## config.mk

```make
export PLATFORM = sky130hd
export DESIGN_NAME = bp_be_sys_miss_pipe
export DESIGN_NICKNAME = d
export VERILOG_FILES = /design/src/rtl/bp_be_pkg.sv /design/src/rtl/bp_be_sys_cmd_pipe.sv /design/src/rtl/bp_be_sys_miss_pipe.sv
export SDC_FILE = /design/constraint.sdc
export NUM_CORES = 1
export LEC_CHECK = 0
export CAP_MARGIN = 20
export CORE_AREA = 2 2 197 199
export CTS_CLUSTER_DIAMETER = 60
export DETAILED_ROUTE_END_ITERATION = 12
export DIE_AREA = 0 0 199 201
export PLACE_DENSITY_LB_ADDON = 0.1
export SLEW_MARGIN = 20
export SYNTH_ARGS = -nofsm -noshare
export SYNTH_HDL_FRONTEND = slang
export SYNTH_SLANG_ARGS = --single-unit
```

## constraint.sdc

```tcl
create_clock -name clk_i -period 15.75 [get_ports clk_i]
set_input_delay 2.3625 -clock clk_i [delete_from_list [all_inputs] [get_ports clk_i]]
set_output_delay 2.3625 -clock clk_i [all_outputs]
set_load 0.02 [all_outputs]
```

## src/rtl/bp_be_pkg.sv

```systemverilog
// Shared backend definitions: miss-walk FSM states and the 2-bit miss/fault type encoding.
package bp_be_pkg;

    typedef enum logic [1:0] {
        e_idle  = 2'd0,
        e_req   = 2'd1,
        e_wait  = 2'd2,
        e_fault = 2'd3
    } bp_be_sys_miss_state_e;

    localparam logic [1:0] e_miss_type_none  = 2'd0;
    localparam logic [1:0] e_miss_type_instr = 2'd1;
    localparam logic [1:0] e_miss_type_load  = 2'd2;
    localparam logic [1:0] e_miss_type_store = 2'd3;

    // ITLB misses take priority; a data miss is classified by the instruction kind.
    function automatic logic [1:0] miss_type(input logic itlb_miss, input logic is_store);
        if (itlb_miss)
            return e_miss_type_instr;
        return is_store ? e_miss_type_store : e_miss_type_load;
    endfunction

endpackage

```

## src/rtl/bp_be_sys_cmd_pipe.sv

```systemverilog
// CSR command delay line: stages_p stages of valid/payload/is_store with per-stage kill
// and a synchronous flush that empties every stage, including the one being loaded.
module bp_be_sys_cmd_pipe #(
    parameter int stages_p    = 2,
    parameter int cmd_width_p = 128
) (
    input  logic                   clk_i,
    input  logic                   reset_i,
    input  logic                   v_i,
    input  logic [cmd_width_p-1:0] cmd_i,
    input  logic                   is_store_i,
    input  logic [stages_p-1:0]    kill_i,
    input  logic                   flush_i,
    output logic                   live_o,
    output logic [cmd_width_p-1:0] cmd_o,
    output logic                   is_store_o
);

    logic [stages_p-1:0]    v_q;
    logic [stages_p-1:0]    st_q;
    logic [cmd_width_p-1:0] cmd_q [stages_p];

    // NOTE: the payload array is reset too so cmd_o reads zero straight out of reset;
    // plain storage that nothing observes before it is written could skip the reset.
    always_ff @(posedge clk_i or posedge reset_i) begin
        if (reset_i) begin
            v_q  <= '0;
            st_q <= '0;
            for (int k = 0; k < stages_p; k++)
                cmd_q[k] <= '0;
        end else begin
            // NOTE: non-blocking assignments let every stage sample its predecessor's old
            // value on the same edge; blocking ones would collapse the shift into one hop.
            v_q[0]   <= v_i & ~flush_i;
            st_q[0]  <= is_store_i;
            cmd_q[0] <= cmd_i;
            for (int k = 1; k < stages_p; k++) begin
                v_q[k]   <= v_q[k-1] & ~kill_i[k-1] & ~flush_i;
                st_q[k]  <= st_q[k-1];
                cmd_q[k] <= cmd_q[k-1];
            end
        end
    end

    assign live_o     = v_q[stages_p-1] & ~kill_i[stages_p-1];
    assign cmd_o      = cmd_q[stages_p-1];
    assign is_store_o = st_q[stages_p-1];

endmodule

```

## src/rtl/bp_be_sys_miss_pipe.sv

```systemverilog
// Backend system pipe: CSR command pipeline plus final-stage TLB miss capture, a registered
// valid/ready request to the page-table walker, and the walk-tracking FSM.
module bp_be_sys_miss_pipe
    import bp_be_pkg::*;
#(
    parameter int stages_p      = 2,
    parameter int cmd_width_p   = 128,
    parameter int vaddr_width_p = 39
) (
    input  logic                     clk_i,
    input  logic                     reset_i,
    input  logic                     cmd_v_i,
    input  logic [cmd_width_p-1:0]   cmd_i,
    input  logic                     is_store_i,
    input  logic [stages_p-1:0]      kill_i,
    input  logic                     itlb_miss_i,
    input  logic                     dtlb_miss_i,
    input  logic [vaddr_width_p-1:0] miss_pc_i,
    input  logic [vaddr_width_p-1:0] miss_vaddr_i,
    output logic                     cmd_v_o,
    output logic [cmd_width_p-1:0]   cmd_o,
    output logic                     flush_o,
    output logic                     busy_o,
    output logic                     miss_v_o,
    input  logic                     miss_ready_i,
    output logic [1:0]               miss_type_o,
    output logic [vaddr_width_p-1:0] miss_pc_o,
    output logic [vaddr_width_p-1:0] miss_vaddr_o,
    input  logic                     fill_v_i,
    input  logic                     fill_fault_i,
    output logic                     fault_v_o,
    output logic [1:0]               fault_type_o,
    output logic [vaddr_width_p-1:0] fault_pc_o,
    output logic [vaddr_width_p-1:0] fault_vaddr_o
);

    bp_be_sys_miss_state_e state_q, state_d;

    logic                     live;
    logic                     fin_is_store;
    logic                     any_miss;
    logic                     capture;
    logic                     flush_q;
    logic [1:0]               type_q;
    logic [vaddr_width_p-1:0] pc_q;
    logic [vaddr_width_p-1:0] vaddr_q;

    bp_be_sys_cmd_pipe #(
        .stages_p   (stages_p),
        .cmd_width_p(cmd_width_p)
    ) cmd_pipe (
        .clk_i     (clk_i),
        .reset_i   (reset_i),
        .v_i       (cmd_v_i & ~busy_o),
        .cmd_i     (cmd_i),
        .is_store_i(is_store_i),
        .kill_i    (kill_i),
        .flush_i   (capture),
        .live_o    (live),
        .cmd_o     (cmd_o),
        .is_store_o(fin_is_store)
    );

    // A kill of the final stage clears live, so kill always wins over a miss.
    assign any_miss = itlb_miss_i | dtlb_miss_i;
    assign capture  = (state_q == e_idle) & live & any_miss;
    assign cmd_v_o  = (state_q == e_idle) & live & ~any_miss;

    // NOTE: state_d takes a default before the case so no path leaves it unassigned,
    // which would otherwise infer a latch.
    always_comb begin
        state_d = state_q;
        case (state_q)
            e_idle:  if (capture)      state_d = e_req;
            e_req:   if (miss_ready_i) state_d = e_wait;
            e_wait:  if (fill_v_i)     state_d = fill_fault_i ? e_fault : e_idle;
            e_fault:                   state_d = e_idle;
            default:                   state_d = e_idle;
        endcase
    end

    always_ff @(posedge clk_i or posedge reset_i) begin
        if (reset_i) begin
            state_q <= e_idle;
            flush_q <= 1'b0;
            type_q  <= e_miss_type_none;
            pc_q    <= '0;
            vaddr_q <= '0;
        end else begin
            state_q <= state_d;
            flush_q <= capture;
            if (capture) begin
                type_q  <= miss_type(itlb_miss_i, fin_is_store);
                pc_q    <= miss_pc_i;
                vaddr_q <= itlb_miss_i ? miss_pc_i : miss_vaddr_i;
            end
        end
    end

    assign flush_o  = flush_q;
    assign busy_o   = (state_q != e_idle);
    assign miss_v_o = (state_q == e_req);
    assign fault_v_o = (state_q == e_fault);

    // Request and fault report share the capture latch; it only changes at a capture.
    assign miss_type_o   = type_q;
    assign miss_pc_o     = pc_q;
    assign miss_vaddr_o  = vaddr_q;
    assign fault_type_o  = type_q;
    assign fault_pc_o    = pc_q;
    assign fault_vaddr_o = vaddr_q;

endmodule

```

==> out/metrics.yaml <==
outcome:
  outcome: "complete, no violations"
grt:
  grt_pass1_vias: 6591
  grt_usage: 0.146
  grt_max_degree: 132
  grt_antenna_before_repair: 1
  gr-total-overflow: 0
  grt_pass1_wl_mm: 42.7
timing:
  post-route-period-util: 0.424
  fin_skew_ns: 0.0273
  fin_crit_ns: 6.68
  setup_viol: 0
  setup_slack_ns: 9.07
  worst_pin_slew_ns: 0.978
  finalMaxSlewViolations: 0
  clock.fmax_mhz: 150
  slew_headroom: 0.348
  hold_viol_final: 0
  rsz0062_at_grt: "false"
  fin_tns_setup_ns: 0
synth:
  syn_nets: 921
  synth.largest_area_cell: "dfrtp_1"
  netlist.area_leader.share: 0.732
  synth_seq_cells: 343
  synth_top_cells_by_area: "dfrtp_1 73%, buf_4 13%, mux2_1 7.4%"
  synth_cells: 704
  synth_cell_types: 21
  synth.avg_cell_area_um2: 16.6
  ys_seq_area_frac: 0.732
  yosysWarningCount: 0
  syn_area_um2: 11700
floorplan:
  fp.dieW_um: 199
  core-area_um2: 38100
  initial_core_util: 0.308
  rows: 72
  die_y_um: 201
  io_pins: 510
  die-area_um2: 40000
worst_setup_path:
  crit_top_cell: "clkdlybuf4s50_1"
  cp_cell_sequence: "clkdlybuf4s50_1 -> or4b_1 -> nor3_1 -> clkdlybuf4s50_1"
  cpMaxStageDelayCell: "clkdlybuf4s50_1"
  max_stage_delay_ns: 0.69
  worstPathBufferInverterCount: 2
  worstPathRequired_ns: 13.39
  cp_top_family: "buffers and inverters"
  reg2reg_depth: 4
  path_max_fanout: 7
  critPathCaptureType: "primary output"
  startpoint_type: "primary input"
  worstPathArrival_ns: 4.32
  critical_path_class: "primary input to primary output"
  cp_num_cells: 4
power_and_ir_drop:
  ir_worst_vdd_v: 0.000115
  power_leakage_nw: 7.20
  finalPower_mw: 2.95
  power_density_nw_per_um2: 173
cts:
  cts_hold_buf: 0
  clk_pin_slew_ns: 0.06
  htree_num_levels: 2
  cts_setup_buffers: 0
  cts_resized: 0
  cts_buffer_depth: 3
  clkLatencyLatePin_ns: 0.55
  cts_root_buf: "clkbuf_16"
  clkSinkCount: 343
  cts-buffers-inserted: 40
  cts_tree: "yes"
cells_and_area:
  layout-drive-gt1-share: 0.0988
  seqCellArea_um2: 8580
  syn_to_final_growth_pct: 45.9
  fill_cells: 3455
  final_util: 0.449
  finalNetCount: 1255
  multi_input_area_um2: 1460
routing:
  viasPerCell: 3.83
  antenna_left: 0
  first_pass_iters: 4
  drt_iter0_drc: 163
  drt-total-wl_mm: 29.1
  drc: 0
  wl_per_cell_um: 18.4
  num_vias: 6054
place:
  portBuffers: 509
  hpwl_mm: 21.3
  gp_congestion: 0.715
  place_ws_ns: 9.04
flow_run:
  cap_violations: 0
min_path:
  min_delay_path_depth: 0
  hold_class: "flop to flop"
cells in the final DEF (no fill, tap or decap), drive strengths merged:
cell,synthesis,final
buf,217,6
mux2,117,117
nor3b,2,2
o221ai,1,1
bufinv,0,1
or2,1,1
clkbuf,5,57
clkdlybuf4s50,0,508
dfrtp,343,343
or4b,1,1
nand2b,2,2
diode,0,1
nor3,1,1
nand2,2,2
nor2b,2,2
and2,1,1
o21ai,3,3
o31ai,2,2
clkinvlp,0,2
clkinv,0,5
nor2,3,3
inv,1,3
stage by stage:
step,instance area (um2),instances,hold WS (ns)
after detailed placement,15800,1514,0.335
after floorplan,11700,704,0.331
final,17100,1582,0.339
after CTS,17100,1581,0.344
after global placement,15800,1514,0.331
after global routing,17100,1582,0.348
cells by family (layout without fill, tap and decap cells):
logic type	Yosys count	after routing	share of synthesized area
other cells	0	1	0
simple gates	15	15	0.00875
compound gates	6	6	0.00331
mux	117	117	0.112
buf+inv	223	582	0.143
flops	343	343	0.732
sequential cells by signal, indices dropped and copies added, names as in the netlist:
name,cells
cmd_pipe.cmd_o,128
fault_type_o,2
fault_vaddr_o,39
cmd_pipe.cmd_q,128
cmd_pipe.st_q,2
state_q,2
fault_pc_o,39
flush_o,1
cmd_pipe.v_q,2
synth_stat cells:
library cell / number
or4b_1: 1
inv_1: 1
clkbuf_1: 5
and2_1: 1
or2_2: 1
nor3_1: 1
nor2b_1: 2
o221ai_1: 1
nand2_1: 2
mux2_1: 77
o21ai_0: 3
buf_6: 8
nor2_1: 2
mux2_2: 40
buf_4: 208
dfrtp_1: 343
buf_2: 1
nor2_8: 1
o31ai_1: 2
nand2b_1: 2
nor3b_1: 2
path summary, 6_finish.rpt:
check | start | endpoint | slack, ns
min reg2reg | cmd_pipe.cmd_q[131] | cmd_pipe.cmd_o[3] | 0.34
max reg2reg | state_q[0] | fault_vaddr_o[36] | 12.84
min in group asynchronous | reset_i | cmd_pipe.cmd_q[134] | 2.41
max in group asynchronous | reset_i | cmd_pipe.cmd_o[10] | 11.78
max | kill_i[1] | cmd_v_o | 9.07
min | cmd_pipe.cmd_q[131] | cmd_pipe.cmd_o[3] | 0.34
power by group:
group | switching [mW] | total, mW | internal (mW)
Combinational | 0.452 | 0.935 | 0.483
Clock | 0.358 | 0.876 | 0.518
Sequential | 0.122 | 1.14 | 1.02
Total | 0.932 | 2.95 | 2.02
cell type report:
| class | count | share of cell area |
|---|---|---|
| flip-flops and latches | 343 | 0.502 |
| clock inverters | 10 | 0.00827 |
| inverters | 1 | 0.000659 |
| clock buffers | 57 | 0.0658 |
| repair buffers | 514 | 0.300 |
| diodes | 1 | 0.000146 |
| well taps | 518 | 0.0379 |
| multi-input cells | 138 | 0.0853 |
metal layers:
layer  part of all wire  GRT usage  routed length, um  vias up
met1               0.38      0.168              11100     2993
met3              0.089     0.0538               2600       44
met2               0.51      0.247              14800      279
li1                   -          -                  -     2738
met5                  0          0                  0        -
met4              0.022     0.0530                637        0
(Power assumes the default switching activity.)
